`src/rtl/axi_light_mem_pkg.sv`:
```
// Shared state encoding and address-window helper for the AXI4-lite to
// native memory bridge.
package axi_light_mem_pkg;

  typedef enum logic [2:0] {
    IDLE    = 3'd0,
    WR_MEM  = 3'd1,
    RD_MEM  = 3'd2,
    WR_RESP = 3'd3,
    RD_RESP = 3'd4
  } state_t;

  function automatic logic addr_hit(input logic [31:0] addr,
                                    input logic [31:0] base,
                                    input logic [31:0] mask);
    return ((addr & mask) == base);
  endfunction

endpackage

```
`src/rtl/axi_light_mem_bridge_if.sv`:
```
// AXI4-lite channel bundle (no response codes) shared by processor-side
// masters and the memory bridge.
interface if_axi_light;
  logic        awvalid;
  logic        awready;
  logic [31:0] awaddr;
  logic [2:0]  awprot;
  logic        wvalid;
  logic        wready;
  logic [31:0] wdata;
  logic [3:0]  wstrb;
  logic        bvalid;
  logic        bready;
  logic        arvalid;
  logic        arready;
  logic [31:0] araddr;
  logic [2:0]  arprot;
  logic        rvalid;
  logic        rready;
  logic [31:0] rdata;

  modport master (
    output awvalid, awaddr, awprot, input awready,
    output wvalid, wdata, wstrb, input wready,
    input bvalid, output bready,
    output arvalid, araddr, arprot, input arready,
    input rvalid, rdata, output rready
  );

  modport slave (
    input awvalid, awaddr, awprot, output awready,
    input wvalid, wdata, wstrb, output wready,
    output bvalid, input bready,
    input arvalid, araddr, arprot, output arready,
    output rvalid, rdata, input rready
  );
endinterface

```
`src/rtl/axi_light_skid1.sv`:
```
// Single-entry holding register: accepts a beat only while empty and keeps
// it until the consumer pops it, so ready is a pure register output.
module axi_light_skid1 #(
  parameter int WIDTH = 32
) (
  input  logic             clk,
  input  logic             res,
  input  logic             in_valid,
  output logic             in_ready,
  input  logic [WIDTH-1:0] in_data,
  output logic             out_valid,
  input  logic             out_pop,
  output logic [WIDTH-1:0] out_data
);

  logic             full_r;
  logic [WIDTH-1:0] data_r;

  // Capture when empty, release on pop; the two never coincide.
  always_ff @(posedge clk) begin
    if (res) begin
      full_r <= 1'b0;
      data_r <= {WIDTH{1'b0}};
    end else if (!full_r && in_valid) begin
      full_r <= 1'b1;
      data_r <= in_data;
    end else if (out_pop) begin
      full_r <= 1'b0;
    end else begin
      full_r <= full_r;
    end
  end

  assign in_ready  = !full_r;
  assign out_valid = full_r;
  assign out_data  = data_r;

endmodule

```
`src/rtl/axi_light_mem_bridge.sv`:
```
// AXI4-lite slave that serialises buffered reads and writes onto a single
// valid/ready memory port, answering out-of-window accesses locally.
module axi_light_mem_bridge
  import axi_light_mem_pkg::*;
#(
  parameter logic [31:0] ADDR_BASE  = 32'h0000_0000,
  parameter logic [31:0] ADDR_MASK  = 32'hFFFF_0000,
  parameter logic [31:0] MISS_RDATA = 32'hDEAD_BEEF
) (
  input  logic        clk,
  input  logic        res,
  if_axi_light.slave  s_axi,
  output logic        mem_valid,
  input  logic        mem_ready,
  output logic        mem_we,
  output logic [31:0] mem_addr,
  output logic [31:0] mem_wdata,
  output logic [3:0]  mem_wstrb,
  input  logic [31:0] mem_rdata
);

  state_t      state_r;
  logic        prio_wr_r;
  logic        mem_valid_r, mem_we_r, bvalid_r, rvalid_r;
  logic [31:0] mem_addr_r, mem_wdata_r, rdata_r;
  logic [3:0]  mem_wstrb_r;

  logic        aw_ready_s, w_ready_s, ar_ready_s;
  logic        aw_full_s, w_full_s, ar_full_s;
  logic [31:0] aw_addr_s, ar_addr_s;
  logic [35:0] w_data_s;
  logic        wr_pop_s, rd_pop_s, take_wr_s, take_rd_s;
  logic        wr_pend_s, rd_pend_s, wr_hit_s, rd_hit_s;
  logic        prot_unused_s;

  axi_light_skid1 #(.WIDTH(32)) u_aw (
    .clk(clk), .res(res), .in_valid(s_axi.awvalid), .in_ready(aw_ready_s),
    .in_data(s_axi.awaddr), .out_valid(aw_full_s), .out_pop(wr_pop_s), .out_data(aw_addr_s)
  );

  axi_light_skid1 #(.WIDTH(36)) u_w (
    .clk(clk), .res(res), .in_valid(s_axi.wvalid), .in_ready(w_ready_s),
    .in_data({s_axi.wdata, s_axi.wstrb}), .out_valid(w_full_s), .out_pop(wr_pop_s),
    .out_data(w_data_s)
  );

  axi_light_skid1 #(.WIDTH(32)) u_ar (
    .clk(clk), .res(res), .in_valid(s_axi.arvalid), .in_ready(ar_ready_s),
    .in_data(s_axi.araddr), .out_valid(ar_full_s), .out_pop(rd_pop_s), .out_data(ar_addr_s)
  );

  assign s_axi.awready = aw_ready_s;
  assign s_axi.wready  = w_ready_s;
  assign s_axi.arready = ar_ready_s;
  assign s_axi.bvalid  = bvalid_r;
  assign s_axi.rvalid  = rvalid_r;
  assign s_axi.rdata   = rdata_r;
  assign prot_unused_s = ^{s_axi.awprot, s_axi.arprot};

  assign wr_pend_s = aw_full_s && w_full_s;
  assign rd_pend_s = ar_full_s;
  assign wr_hit_s  = addr_hit(aw_addr_s, ADDR_BASE, ADDR_MASK);
  assign rd_hit_s  = addr_hit(ar_addr_s, ADDR_BASE, ADDR_MASK);

  // Arbitration out of IDLE and the buffer releases for this cycle.
  always_comb begin
    take_wr_s = 1'b0;
    take_rd_s = 1'b0;
    wr_pop_s  = 1'b0;
    rd_pop_s  = 1'b0;
    case (state_r)
      IDLE: begin
        if (wr_pend_s && (!rd_pend_s || prio_wr_r)) begin
          take_wr_s = 1'b1;
          wr_pop_s  = !wr_hit_s;
        end else if (rd_pend_s) begin
          take_rd_s = 1'b1;
          rd_pop_s  = !rd_hit_s;
        end else begin
          take_wr_s = 1'b0;
        end
      end
      WR_MEM:  wr_pop_s = mem_ready;
      RD_MEM:  rd_pop_s = mem_ready;
      default: take_wr_s = 1'b0;
    endcase
  end

  // Transaction FSM; every bus output is a register updated on transitions.
  always_ff @(posedge clk) begin
    if (res) begin
      state_r     <= IDLE;
      prio_wr_r   <= 1'b1;
      mem_valid_r <= 1'b0;
      mem_we_r    <= 1'b0;
      mem_addr_r  <= 32'h0000_0000;
      mem_wdata_r <= 32'h0000_0000;
      mem_wstrb_r <= 4'h0;
      bvalid_r    <= 1'b0;
      rvalid_r    <= 1'b0;
      rdata_r     <= 32'h0000_0000;
    end else begin
      case (state_r)
        IDLE: begin
          if (take_wr_s) begin
            prio_wr_r <= 1'b0;
            if (wr_hit_s) begin
              state_r     <= WR_MEM;
              mem_valid_r <= 1'b1;
              mem_we_r    <= 1'b1;
              mem_addr_r  <= {aw_addr_s[31:2], 2'b00};
              mem_wdata_r <= w_data_s[35:4];
              mem_wstrb_r <= w_data_s[3:0];
            end else begin
              state_r  <= WR_RESP;
              bvalid_r <= 1'b1;
            end
          end else if (take_rd_s) begin
            prio_wr_r <= 1'b1;
            if (rd_hit_s) begin
              state_r     <= RD_MEM;
              mem_valid_r <= 1'b1;
              mem_we_r    <= 1'b0;
              mem_addr_r  <= {ar_addr_s[31:2], 2'b00};
              mem_wstrb_r <= 4'h0;
            end else begin
              state_r  <= RD_RESP;
              rvalid_r <= 1'b1;
              rdata_r  <= MISS_RDATA;
            end
          end else begin
            state_r <= IDLE;
          end
        end
        WR_MEM: begin
          if (mem_ready) begin
            state_r     <= WR_RESP;
            mem_valid_r <= 1'b0;
            mem_we_r    <= 1'b0;
            mem_wstrb_r <= 4'h0;
            bvalid_r    <= 1'b1;
          end
        end
        RD_MEM: begin
          if (mem_ready) begin
            state_r     <= RD_RESP;
            mem_valid_r <= 1'b0;
            rdata_r     <= mem_rdata;
            rvalid_r    <= 1'b1;
          end
        end
        WR_RESP: begin
          if (s_axi.bready) begin
            state_r  <= IDLE;
            bvalid_r <= 1'b0;
          end
        end
        RD_RESP: begin
          if (s_axi.rready) begin
            state_r  <= IDLE;
            rvalid_r <= 1'b0;
          end
        end
        default: state_r <= IDLE;
      endcase
    end
  end

  assign mem_valid = mem_valid_r;
  assign mem_we    = mem_we_r;
  assign mem_addr  = mem_addr_r;
  assign mem_wdata = mem_wdata_r;
  assign mem_wstrb = mem_wstrb_r;

endmodule
```
`src/flat_wrapper.sv`:
```
// flat-port wrapper written by rule: the top's interface ports become plain ports
module axi_light_mem_bridge_flat import axi_light_mem_pkg::*;
#(
  parameter logic [31:0] ADDR_BASE  = 32'h0000_0000,
  parameter logic [31:0] ADDR_MASK  = 32'hFFFF_0000,
  parameter logic [31:0] MISS_RDATA = 32'hDEAD_BEEF
)
  (clk, res, mem_valid, mem_ready, mem_we, mem_addr, mem_wdata, mem_wstrb, mem_rdata, s_axi_awvalid, s_axi_awaddr, s_axi_awprot, s_axi_awready, s_axi_wvalid, s_axi_wdata, s_axi_wstrb, s_axi_wready, s_axi_bvalid, s_axi_bready, s_axi_arvalid, s_axi_araddr, s_axi_arprot, s_axi_arready, s_axi_rvalid, s_axi_rdata, s_axi_rready);
  if_axi_light s_axi_i ();
  input  logic clk;
  input  logic res;
  output logic mem_valid;
  input  logic mem_ready;
  output logic mem_we;
  output logic [31:0] mem_addr;
  output logic [31:0] mem_wdata;
  output logic [3:0] mem_wstrb;
  input  logic [31:0] mem_rdata;
  input wire logic [$bits(s_axi_i.awvalid)-1:0] s_axi_awvalid;
  input wire logic [$bits(s_axi_i.awaddr)-1:0] s_axi_awaddr;
  input wire logic [$bits(s_axi_i.awprot)-1:0] s_axi_awprot;
  output wire logic [$bits(s_axi_i.awready)-1:0] s_axi_awready;
  input wire logic [$bits(s_axi_i.wvalid)-1:0] s_axi_wvalid;
  input wire logic [$bits(s_axi_i.wdata)-1:0] s_axi_wdata;
  input wire logic [$bits(s_axi_i.wstrb)-1:0] s_axi_wstrb;
  output wire logic [$bits(s_axi_i.wready)-1:0] s_axi_wready;
  output wire logic [$bits(s_axi_i.bvalid)-1:0] s_axi_bvalid;
  input wire logic [$bits(s_axi_i.bready)-1:0] s_axi_bready;
  input wire logic [$bits(s_axi_i.arvalid)-1:0] s_axi_arvalid;
  input wire logic [$bits(s_axi_i.araddr)-1:0] s_axi_araddr;
  input wire logic [$bits(s_axi_i.arprot)-1:0] s_axi_arprot;
  output wire logic [$bits(s_axi_i.arready)-1:0] s_axi_arready;
  output wire logic [$bits(s_axi_i.rvalid)-1:0] s_axi_rvalid;
  output wire logic [$bits(s_axi_i.rdata)-1:0] s_axi_rdata;
  input wire logic [$bits(s_axi_i.rready)-1:0] s_axi_rready;
  assign s_axi_i.awvalid = s_axi_awvalid;
  assign s_axi_i.awaddr = s_axi_awaddr;
  assign s_axi_i.awprot = s_axi_awprot;
  assign s_axi_awready = s_axi_i.awready;
  assign s_axi_i.wvalid = s_axi_wvalid;
  assign s_axi_i.wdata = s_axi_wdata;
  assign s_axi_i.wstrb = s_axi_wstrb;
  assign s_axi_wready = s_axi_i.wready;
  assign s_axi_bvalid = s_axi_i.bvalid;
  assign s_axi_i.bready = s_axi_bready;
  assign s_axi_i.arvalid = s_axi_arvalid;
  assign s_axi_i.araddr = s_axi_araddr;
  assign s_axi_i.arprot = s_axi_arprot;
  assign s_axi_arready = s_axi_i.arready;
  assign s_axi_rvalid = s_axi_i.rvalid;
  assign s_axi_rdata = s_axi_i.rdata;
  assign s_axi_i.rready = s_axi_rready;
  axi_light_mem_bridge #(.ADDR_BASE(ADDR_BASE), .ADDR_MASK(ADDR_MASK), .MISS_RDATA(MISS_RDATA)) u_core (.clk(clk), .res(res), .s_axi(s_axi_i), .mem_valid(mem_valid), .mem_ready(mem_ready), .mem_we(mem_we), .mem_addr(mem_addr), .mem_wdata(mem_wdata), .mem_wstrb(mem_wstrb), .mem_rdata(mem_rdata));
endmodule
```
`config.mk`:
```
export PLATFORM = sky130hd
export DESIGN_NAME = axi_light_mem_bridge_flat
export DESIGN_NICKNAME = d
export VERILOG_FILES = /design/src/rtl/axi_light_mem_pkg.sv /design/src/rtl/axi_light_mem_bridge_if.sv /design/src/rtl/axi_light_skid1.sv /design/src/rtl/axi_light_mem_bridge.sv /design/src/flat_wrapper.sv
export SDC_FILE = /design/constraint.sdc
export NUM_CORES = 1
export LEC_CHECK = 0
export ABC_AREA = 1
export BUFFER_PORTS_ARGS = -buffer_cell sky130_fd_sc_hd__buf_2
export CORE_AREA = 2 2 127 129
export DETAILED_ROUTE_END_ITERATION = 12
export DIE_AREA = 0 0 129 131
export PLACE_DENSITY = 0.8
export SLEW_MARGIN = 0
export SYNTH_ARGS = -nofsm -noshare
export SYNTH_HDL_FRONTEND = slang
export SYNTH_SLANG_ARGS = --single-unit
export TNS_END_PERCENT = 30
```
`constraint.sdc`:
```
create_clock -name clk -period 2.4 [get_ports clk]
set_clock_uncertainty 0.2 [all_clocks]
set_input_delay 0.48 -clock clk [delete_from_list [all_inputs] [get_ports clk]]
set_output_delay 0.48 -clock clk [all_outputs]
set_load 0.01 [all_outputs]
```
==> results.toml, run 1 <==
[run_status]
status = "completed"

[cells_and_area]
final_net_count = 1360
layout.core_utilization_pct = 63.77
synthToLayoutAreaGrowth_pct = 26.94
final-instance-count-excl-fill = 1446
drive_gt1_share_pct = 29.19
antennaDiodeCount = 0

[critical_path]
crit_path_start_kind = "register"
crit_buf_inv = 3
timing_worst_setup_path_type = "register to register"
worstPathArrival_ps = 2150
timing.critical_path.required_ps = 2630
cp_slowest_stage_delay_ps = 440
setup.worst_path.end_class = "register"
slowest_library_cell_on_the_worst_path = "dfxtp_1"
timing.critical_path.max_delay_family = "simple AND/OR/NAND/NOR gates"
crit_path_max_fanout = 26
worst_path_cell_trace = "inv_1 > nor3_2 > nand2_2 > nand2_2 > buf_4 > o211ai_1 > inv_1"

[logic_synthesis]
number_of_enable_type_register_cells_in_the_synthesized_netlist = 0
synth_cells = 998
ys_warn_count = 0
mappedNetlistArea_um2 = 7835
async_s_r_ff_share_synth_pct = 0
synth.yosys.seq_area_share_pct = 52.38
synth_ff_type = "dfxtp_1"
postSynthRegisterBits = 205
yosysUniqueCellTypes = 33
syn_avg_cell_area_um2 = 7.851

[route]
route.final.wire_length_um = 19290
routed-via-count = 7185
drt.antenna.violating_nets = 0
route.detailed.vias_per_inst = 4.969
wirelength_per_cell_um = 13.34
drt_first_pass_iters = 5
drcViolationCount = 0
drt_first_iter_violations = 391

[cts]
ctsHoldBuffers = 0
resized_gates_after_cts = 0
clkSinkCount = 205
root_buffer = "clkbuf_16"
cts_inserted_buffers = 22
cts_buffer_depth = 3
cts_setup_buffers = 0
htree_levels = 1
skew_pair_late_insertion_delay_ps = 480
clkTransAtPathRegs_ps = 60
tritoncts = "yes"

[floorplan]
overall_die_width_um = 129
floorplan.die_area_um2 = 16900
core_um2 = 15600
fp.dieH_um = 131
initial_core_util_pct = 50.23
placement_row_count = 46
io-pin-count = 253

[sta]
maxClockFrequency_mhz = 522.4
hold_viol = 0
fin_worst_hold_slack_ps = 43.74
tightest_slew_ps = 600.1
drv_slew = 0
layout_worst_path_cycle_share_pct = 79.76
slew_headroom_pct = 59.99
grt_setup_unrepaired = "no"
setup_total_negative_slack_ps = 0
period_needed_ps = 1914
report.final.setup_viol = 0

[global_routing]
grt_remaining_overflow = 0
grt_pass1_wl_um = 30550
grtUsageTotal_pct = 22.04
grt_max_degree = 58
vias_in_the_first_global_route = 6459
antenna_found_initial = 0

[run]
cap_violations = 0

[hold_path]
hold_path_class = "input pin to register"

[pwr]
vdd_ir_drop_max_uv = 609.5
power.static_leakage_nw = 4.745
power.density_nw_per_um2 = 868.4

[placed_design]
dp_hpwl_um = 12990
placed_cells_incl_taps = 1406
port_buffers = 240
gpl.final_weighted_congestion = 0.8315
-- cell type report --
type	instances	area (µm²)
clock buffers	30	641.9
clock inverters	10	156.4
fillers	1388	5652
inverters	75	286.5
multi-input cells	655	3123
flip-flops and latches	205	4104
well taps	216	270.3
repair buffers	255	1364
-- cells by family (layout without fill, tap and decap cells) --
kind of cell / count (synthesis) / count (layout) / share of synthesized area [%]
other: 1 / 2 / 0.04786
AOI/OAI and AO/OA: 211 / 211 / 14.32
DFF: 205 / 205 / 52.38
buffers and inverters: 139 / 370 / 7.809
and+or+nand+nor: 442 / 442 / 25.44
-- power by group --
group / switching [W] / leakage [nW] / internal, W / total [W]
Sequential: 0.000145 / 1.68 / 0.00368 / 0.00382
Clock: 0.00133 / 0.398 / 0.00231 / 0.00364
Combinational: 0.000718 / 2.67 / 0.000461 / 0.00118
Total: 0.00219 / 4.74 / 0.00645 / 0.00864
-- Yosys cell counts, drive strengths merged (2+ instances only) --
library cell  count  area share, %
inv              72            3.5
nand4            17            1.4
clkbuf           37            1.8
buf              27            2.4
nand2           120            6.4
o211ai           25            2.4
o21ai            99            6.3
nor2            238             13
nor3              2           0.19
clkinv            3           0.14
or2              25            2.0
a21oi            85            5.4
nand3            40            2.8
dfxtp           205             52
-- stage by stage --
stage | setup WS [ps] | total power [W] | area, µm²
floorplan | 703.3 | 0.004659 | 7839
global placement | 494.2 | 0.005045 | 9148
detailed placement | 466.8 | 0.005073 | 9148
CTS | 445.9 | 0.008726 | 9946
global route | 261.7 | 0.009043 | 9946
finish | 485.7 | 0.008637 | 9946
-- registers in the layout (all words and copies together) (netlist names), 3 cells and up --
name                  count
u_core.state_r            3
u_core.u_ar.out_data     30
u_core.s_axi.rdata       32
u_core.mem_addr          30
u_core.mem_wstrb          4
u_core.u_aw.out_data     30
u_core.mem_wdata         32
u_core.u_w.out_data      36
-- metal layers --
metal  GRT usage (%)  routed length, µm  up-vias
met4           7.609                490        0
met3           4.967               1512       36
met1           28.85               8301     3243
met5               0                  0        -
li1                -                  -     3634
met2           36.13               8981      272
-- placed cells by master (no fill, tap or decap), drive strengths merged --
cell,netlist,layout
buf,27,255
nor2,238,238
dfxtp,205,205
nand2,120,120
o21ai,99,99
a21oi,85,85
inv,72,74
nand3,40,40
clkbuf,37,30
o211ai,25,25
or2,25,25
nand4,17,17
clkinv,3,7
bufinv,0,4
conb,1,2
nor3,2,2
a31oi,1,1
a22oi,1,1
-- worst register-to-register path, stage by stage (launching register included) --
cell      delay [ps]
dfxtp_1          440
inv_1            100
nor3_2           190
nand2_2          280
nand2_2          180
buf_4            280
o211ai_1         140
inv_1             70
-- worst paths after layout --
kind | slack (ps) | depth (start not counted) | end | start
worst max-delay path | 490 | 7 | u_core.s_axi.rdata[9]$_SDFFE_PP0P_ | u_core.state_r[1]$_SDFFE_PP0P_
worst min-delay path | 40 | 3 | u_core.u_ar.out_data[23]$_SDFFE_PP0P_ | s_axi_araddr[23]
worst max register to register | 490 | 7 | u_core.s_axi.rdata[9]$_SDFFE_PP0P_ | u_core.state_r[1]$_SDFFE_PP0P_
worst min register to register | 250 | 2 | u_core.u_ar.out_data[15]$_SDFFE_PP0P_ | u_core.u_ar.out_data[15]$_SDFFE_PP0P_
Power figures use the tool's default switching activity.
==> run 2, diff against run 1 <==
Settings changed: ABC_AREA 1 to 0, PLACE_DENSITY 0.8 to 0.78.
Clock period 2.4 ns to 1.9 ns, I/O delays scaled along.
==> run 2 against run 1 <==
Compared with the run above:
- the flow now finishes with violations (setup timing)
- core utilization increased by 9.0 points
- register-to-register slack got worse by 550 ps
- die area is the same
- hold slack worse by 26 ps
- final area is 14% higher
- fmax is 2.5% lower
- global-route usage is 3.6 points higher
- cell count increased by 4.1%
- worst setup slack got worse by 550 ps
- critical path depth increased by 1
- largest cell class unchanged
==> results.toml, run 2 <==
[cells_and_area]
register_area_um2 = 4114
synthToLayoutAreaGrowth_pct = 49.62
final_net_count = 1419
largest_register_ff_count = 36
mostFrequentLayoutCell = "nand2_1"
layout.core_utilization_pct = 72.78
drive_gt1_share_pct = 30.77
number_of_filler_instances_in_the_final_layout = 1072
top_library_cells_by_usage_in_the_layout_fill_and_taps_aside = "nand2_1 (301), buf_2 (239), dfxtp_1 (197), a21oi_1 (141), dlygate4sd3_1 (112)"
multi_input_combinational_cell_area_um2 = 3331

[sta]
maxClockFrequency_mhz = 509.2
finalWorstSetupSlack_ps = -63.71
period_needed_ps = 1964
report.final.setup_viol = 29
setup_total_negative_slack_ps = -529.3
grt_setup_unrepaired = "yes"
layout_worst_path_cycle_share_pct = 103.4
drv_slew = 0
hold_viol = 0
fin_worst_hold_slack_ps = 17.71

[critical_path]
crit_buf_inv = 3
timing.critical_path.max_delay_family = "simple AND/OR/NAND/NOR gates"
critical_path_depth = 8
cp_slowest_stage_delay_ps = 330
rr_startpoint = "u_core.u_aw.out_data[30]$_SDFFE_PP0P_"
crit_path_max_fanout = 8
slowest_library_cell_on_the_worst_path = "dfxtp_2"
timing.critical_path.required_ps = 2090
timing.critical_path.mode_cell = "buf_6"
ff2ff_setup_slack_ps = -60
timing_worst_setup_path_type = "register to register"
crit_path_start_kind = "register"
setup.worst_path.end_class = "register"
critical_path.reg2reg.endpoint = "u_core.mem_addr[15]$_SDFFE_PP0P_"
worstPathArrival_ps = 2150
worst_path_cell_trace = "nor4_4 > nand4_1 > buf_6 > o22ai_4 > buf_6 > buf_12 > nor2_2 > a311oi_2"
worst-r2r-cell-count = 8

[placed_design]
gpl.final_weighted_congestion = 0.8841
port_buffers = 240
dp_hpwl_um = 13140

[logic_synthesis]
synthSimpleGateAreaFrac_pct = 21.90
postSynthRegisterBits = 205
synthTopCellsByCount = "nand2_1 (302), dfxtp_1 (205), a21oi_1 (144)"
ys_warn_count = 0
number_of_enable_type_register_cells_in_the_synthesized_netlist = 0
synth_top_area_share_pct = 54.09
async_s_r_ff_share_synth_pct = 0
largest_area_contributor_in_the_synthesized_netlist = "dfxtp_1"
mappedNetlistArea_um2 = 7587
synth_cells = 918
post-synth-top-count-cell = "nand2_1"
synth_ff_type = "dfxtp_1"
synth_xor_area_share_pct = 0
syn_avg_cell_area_um2 = 8.265
adder_and_majority_cell_fraction_of_the_synthesized_area_pct = 0
synth_top_family_by_area = "simple AND/OR/NAND/NOR gates"
synthTopCellsByArea = "dfxtp_1 (54%), nand2_1 (15%), a21oi_1 (9.5%)"
yosysUniqueCellTypes = 47
synth_compound_area_share_pct = 18.21
synth.yosys.seq_area_share_pct = 54.09
muxShareOfSynthArea_pct = 0.2803

[run_status]
failing_checks = "setup timing"
status = "complete, but fails checks"

[route]
drt_first_iter_violations = 590
route.final.wire_length_um = 23340
route.met2.wl_um = 11690
detail_route.wirelength.met1_um = 9142
drt_first_pass_iters = 5
drt.antenna.violating_nets = 0
dr_wl_met3_um = 1615
route.detailed.vias_per_inst = 5.148
topRoutingLayerUsed = "met4"
wirelength_per_cell_um = 15.51
drcViolationCount = 0
routed-via-count = 7748

[floorplan]
floorplan.die_area_um2 = 16900
io-pin-count = 253
placement_row_count = 46
overall_die_width_um = 129
initial_core_util_pct = 48.64
fp.dieH_um = 131
core_um2 = 15600

[cts]
cts_buffer_depth = 3
cts_inserted_buffers = 21
root_buffer = "clkbuf_16"
clkTransAtPathRegs_ps = 60
skew_pair_late_insertion_delay_ps = 490
clkSinkCount = 205
htree_levels = 1
tritoncts = "yes"

[pwr]
power.static_leakage_nw = 4.846
power_frac_seq_pct = 42.8
finalPower_w = 0.01151
comb_power_share_pct = 23.0
swShare_pct = 28.64
clock_power_share_pct = 34.1
netSwitchingPower_w = 0.003297
power.density_nw_per_um2 = 1014
vdd_ir_drop_max_uv = 884.8
internal_power_w = 0.008217

[hold_path]
hold_path_class = "input pin to register"
hold_path_depth = 3
min_from = "mem_rdata[5]"
worst_hold_path.endpoint = "u_core.s_axi.rdata[5]$_SDFFE_PP0P_"

[global_routing]
grtUsageTotal_pct = 25.67
antenna_found_initial = 0
vias_in_the_first_global_route = 7382
grt_max_degree = 88
grt_pass1_wl_um = 35250
grt_remaining_overflow = 0

[run]
cap_violations = 0
run 2: cell count changes after synthesis, moves of 16 or more:
cell	previous run	this run
nand4_1	17	1
inv_1	69	31
o211ai_1	25	1
and2_1	0	17
a21oi_1	85	144
nand3_1	38	3
nand2_1	107	302
a211oi_2	0	21
nor2_1	207	49
o21ai_0	99	9
nor2_2	28	1
run 2: metal layers:
| layer | up-vias | global-route usage [%] |
|---|---|---|
| met5 | - | 0 |
| met4 | 0 | 13.17 |
| met3 | 71 | 4.764 |
| met2 | 352 | 44.54 |
| met1 | 3595 | 30.54 |
| li1 | 3730 | - |
run 2: how the worst max path moves through the flow:
stage / from / end / slack [ps]
2_1_floorplan: u_core.u_ar.out_data[23]$_SDFFE_PP0P_ / u_core.s_axi.rdata[12]$_SDFFE_PP0P_ / 50
3_3_place_gp: u_core.u_aw.out_data[31]$_SDFFE_PP0P_ / u_core.mem_wstrb[3]$_SDFFE_PP0P_ / -100
3_5_place_dp: u_core.u_ar.out_data[21]$_SDFFE_PP0P_ / u_core.mem_addr[14]$_SDFFE_PP0P_ / -200
4_1_cts: u_core.u_aw.out_data[18]$_SDFFE_PP0P_ / u_core.mem_addr[14]$_SDFFE_PP0P_ / -50
5_1_grt: u_core.u_aw.out_data[30]$_SDFFE_PP0P_ / u_core.mem_addr[15]$_SDFFE_PP0P_ / -170
6_report: u_core.u_aw.out_data[30]$_SDFFE_PP0P_ / u_core.mem_addr[15]$_SDFFE_PP0P_ / -60
run 2: through the flow:
step / instance area [µm²] / std cells / worst slack [ps]
floorplan: 7591 / 919 / 48.41
detailed placement: 9173 / 1344 / -202.7
finish: 11350 / 1505 / -63.71
CTS: 11230 / 1503 / -53.49
global placement: 9173 / 1344 / -99.96
global route: 11350 / 1503 / -165.2
run 2: logic make-up after synthesis:
group           Yosys count
other cells               1
mux                       2
buf+inv                  96
compound gates          215
flops                   205
simple gates            399
run 2: area by class of cell:
cell class / instances / area share [%]
Sequential cell: 205 / 36.24
Multi-Input combinational cell: 618 / 29.34
Timing Repair Buffer: 396 / 25.24
Clock buffer: 29 / 5.070
Tap cell: 216 / 2.381
Inverter: 31 / 1.025
Clock inverter: 8 / 0.6613
Antenna cell: 2 / 0.04409
run 2: power by group through the flow:
stage	clock network, W	registers [W]	logic [W]
3_5_place_dp	0	0.00498	0.00212
6_report	0.00393	0.00493	0.00265
5_1_grt	0.00419	0.00497	0.00288
2_1_floorplan	0	0.00506	0.00125
3_3_place_gp	0	0.00497	0.00208
4_1_cts	0.00401	0.00490	0.00251
run 2: repair_timing:
action | in CTS | in global routing
hold buffers | 112 | 0
cloned | 3 | 1
gates resized for setup | 33 | 33
setup buffers | 7 | 2
setup endpoints to repair | 96 | 108
hold endpoints to repair | 112 | 0
pin swaps | 36 | 22
run 2: worst min-delay path, stage by stage:
cell      delay (ps)
buf_2             90
nor2_1           120
a211oi_2          60
==> run 3, diff against run 2 <==
Settings changed: CORE_AREA 2 2 127 129 to 2 2 133 135, DIE_AREA 0 0 129 131 to 0 0 135 137, PLACE_DENSITY 0.78 to 0.79, SYNTH_HIERARCHICAL set to 1.
==> run 3 against run 2 <==
Compared with the run above:
- the run still ends with setup timing left
- cell count decreased by 3.5%
- final area increased by 9.6%
- area after synthesis increased by 13%
- die area increased by 9.4%
- highest routed layer unchanged
==> results.toml, run 3 <==
[run_status]
status = "complete, but fails checks"
failing_checks = "setup timing"

[sta]
period_needed_ps = 2268
grt_setup_unrepaired = "yes"
hold_viol = 0
drv_slew = 0
report.final.setup_viol = 105
setup_total_negative_slack_ps = -16540
maxClockFrequency_mhz = 440.9
layout_worst_path_cycle_share_pct = 119.4
fin_worst_hold_slack_ps = 21.10
finalWorstSetupSlack_ps = -368.2

[floorplan]
io-pin-count = 253
core_um2 = 17060
fp.dieH_um = 137
placement_row_count = 48
overall_die_width_um = 135
floorplan.die_area_um2 = 18500
initial_core_util_pct = 50.05

[critical_path]
crit_path_start_kind = "register"
worst_path_cell_trace = "nor4_4 > nand4_1 > buf_4 > a221oi_4 > buf_6 > buf_8 > nor2_2 > a211oi_2"
worstPathArrival_ps = 2450
crit_path_start = "u_core/u_aw/out_data[24]$_SDFFE_PP0P_"
ff2ff_setup_slack_ps = -370
worst-r2r-cell-count = 8
timing_worst_setup_path_type = "register to register"
setup.worst_path.end_class = "register"
crit_buf_inv = 3
timing.critical_path.required_ps = 2090
timing.critical_path.max_delay_family = "compound AO/OA/AOI/OAI gates"
cp_slowest_stage_delay_ps = 350
rr_startpoint = "u_core/u_aw/out_data[24]$_SDFFE_PP0P_"
crit_path_max_fanout = 7
slowest_library_cell_on_the_worst_path = "a221oi_4"
critical_path.reg2reg.endpoint = "u_core/mem_addr[15]$_SDFFE_PP0P_"

[global_routing]
grtUsageTotal_pct = 26.64
antenna_found_initial = 1
groute.layer.met2.usage_pct = 46.95
vias_in_the_first_global_route = 7918
grt_max_degree = 126
grt_pass1_wl_um = 39850
routing_layer_with_the_top_usage_in_global_route = "met2"
grt.met1_usage_pct = 31.66
globalRouteMet3Util_pct = 5.333
grt_remaining_overflow = 0

[route]
drt_first_pass_iters = 5
routed-via-count = 7895
drt.antenna.violating_nets = 0
route.final.wire_length_um = 25760
wirelength_per_cell_um = 17.74
drt_first_iter_violations = 506
route.detailed.vias_per_inst = 5.437
drcViolationCount = 0

[cells_and_area]
synthToLayoutAreaGrowth_pct = 45.76
register_area_um2 = 4116
number_of_filler_instances_in_the_final_layout = 1147
top_library_cells_by_usage_in_the_layout_fill_and_taps_aside = "buf_2 (239), dfxtp_1 (195), dlygate4sd3_1 (126), nand2b_1 (97), nand4bb_1 (96)"
multi_input_combinational_cell_area_um2 = 4149
final_net_count = 1356
final-instance-count-excl-fill = 1452
mostFrequentLayoutCell = "buf_2"
layout.core_utilization_pct = 72.95
drive_gt1_share_pct = 32.46
largest_register_ff_count = 36

[pwr]
power_frac_seq_pct = 41.8
comb_power_share_pct = 17.3
clock_power_share_pct = 40.9
power.static_leakage_nw = 5.094
swShare_pct = 25.13
vdd_ir_drop_max_uv = 760.8
netSwitchingPower_w = 0.002885
internal_power_w = 0.008595
power.density_nw_per_um2 = 922.6

[logic_synthesis]
synth_cells = 854
syn_avg_cell_area_um2 = 9.996
ys_warn_count = 6
mappedNetlistArea_um2 = 8537

[cts]
clkTransAtPathRegs_ps = 60
skew_pair_late_insertion_delay_ps = 500
cts_buffer_depth = 3
clkSinkCount = 205
cts_inserted_buffers = 23
tritoncts = "yes"
htree_levels = 1
root_buffer = "clkbuf_16"

[hold_path]
hold_path_depth = 3
min_from = "s_axi_wdata[3]"
hold_path_class = "input pin to register"
worst_hold_path.endpoint = "u_core/u_w/out_data[7]$_SDFFE_PP0P_"

[placed_design]
placed_cells_incl_taps = 1272
dp_hpwl_um = 14070
gpl.final_weighted_congestion = 0.8031
port_buffers = 240

[run]
cap_violations = 0
-- run 3: repair_timing --
item,4_1_cts,5_1_grt
hold endpoints to repair,126,0
pin swaps,52,11
resized for setup,56,18
gates cloned,5,0
endpoints found under the setup margin,110,110
buffers inserted,8,0
hold buffers,126,0
-- run 3: power by group through the flow --
stage	combinational, W	sequential [W]	clock [W]
5_1_grt	0.00213	0.00482	0.00495
3_3_place_gp	0.00146	0.00484	0
3_5_place_dp	0.00149	0.00484	0
6_report	0.00199	0.00480	0.00470
2_1_floorplan	0.000892	0.00489	0
4_1_cts	0.00193	0.00477	0.00475
-- run 3: area by class of cell --
type                    instances  area share [%]
inverters                       8          0.3419
repair inverters                2          0.1609
well taps                     225           2.262
repair buffers                413           24.30
multi-input cells             557           33.34
clock buffers                  34           5.359
diodes                          1         0.02011
clock inverters                 7           1.126
flip-flops and latches        205           33.08
-- run 3: worst min-delay path, stage by stage --
cell and delay (ps):
buf_2 100, nand4bb_1 110, o21ai_1 70
-- run 3: how the worst max path moves through the flow --
stage / endpoint / slack, ps / cells after the start
6_report: u_core/mem_addr[15]$_SDFFE_PP0P_ / -370 / 8
5_1_grt: u_core/mem_addr[15]$_SDFFE_PP0P_ / -440 / 8
4_1_cts: u_core/mem_wstrb[2]$_SDFFE_PP0P_ / -390 / 5
3_5_place_dp: u_core/mem_addr[2]$_SDFFE_PP0P_ / -430 / 7
3_3_place_gp: u_core/mem_wstrb[2]$_SDFFE_PP0P_ / -350 / 5
2_1_floorplan: u_core/mem_wstrb[0]$_SDFFE_PP0P_ / -160 / 5
-- run 3: per-layer routing --
metal / share of wire [%] / wire (µm) / vias to the layer above
li1: - / - / 3765
met1: 41 / 10430 / 3728
met2: 49 / 12590 / 323
met3: 6.6 / 1711 / 79
met4: 4.0 / 1020 / 0
met5: 0 / 0 / -
-- run 3: stage by stage --
step	instance area, µm²	power (W)	setup slack [ps]
3_3_place_gp	9908	0.006297	-354.0
6_report	12440	0.01148	-368.2
5_1_grt	12440	0.01190	-440.0
3_5_place_dp	9908	0.006330	-426.4
2_1_floorplan	8542	0.005783	-163.5
4_1_cts	12390	0.01145	-388.5
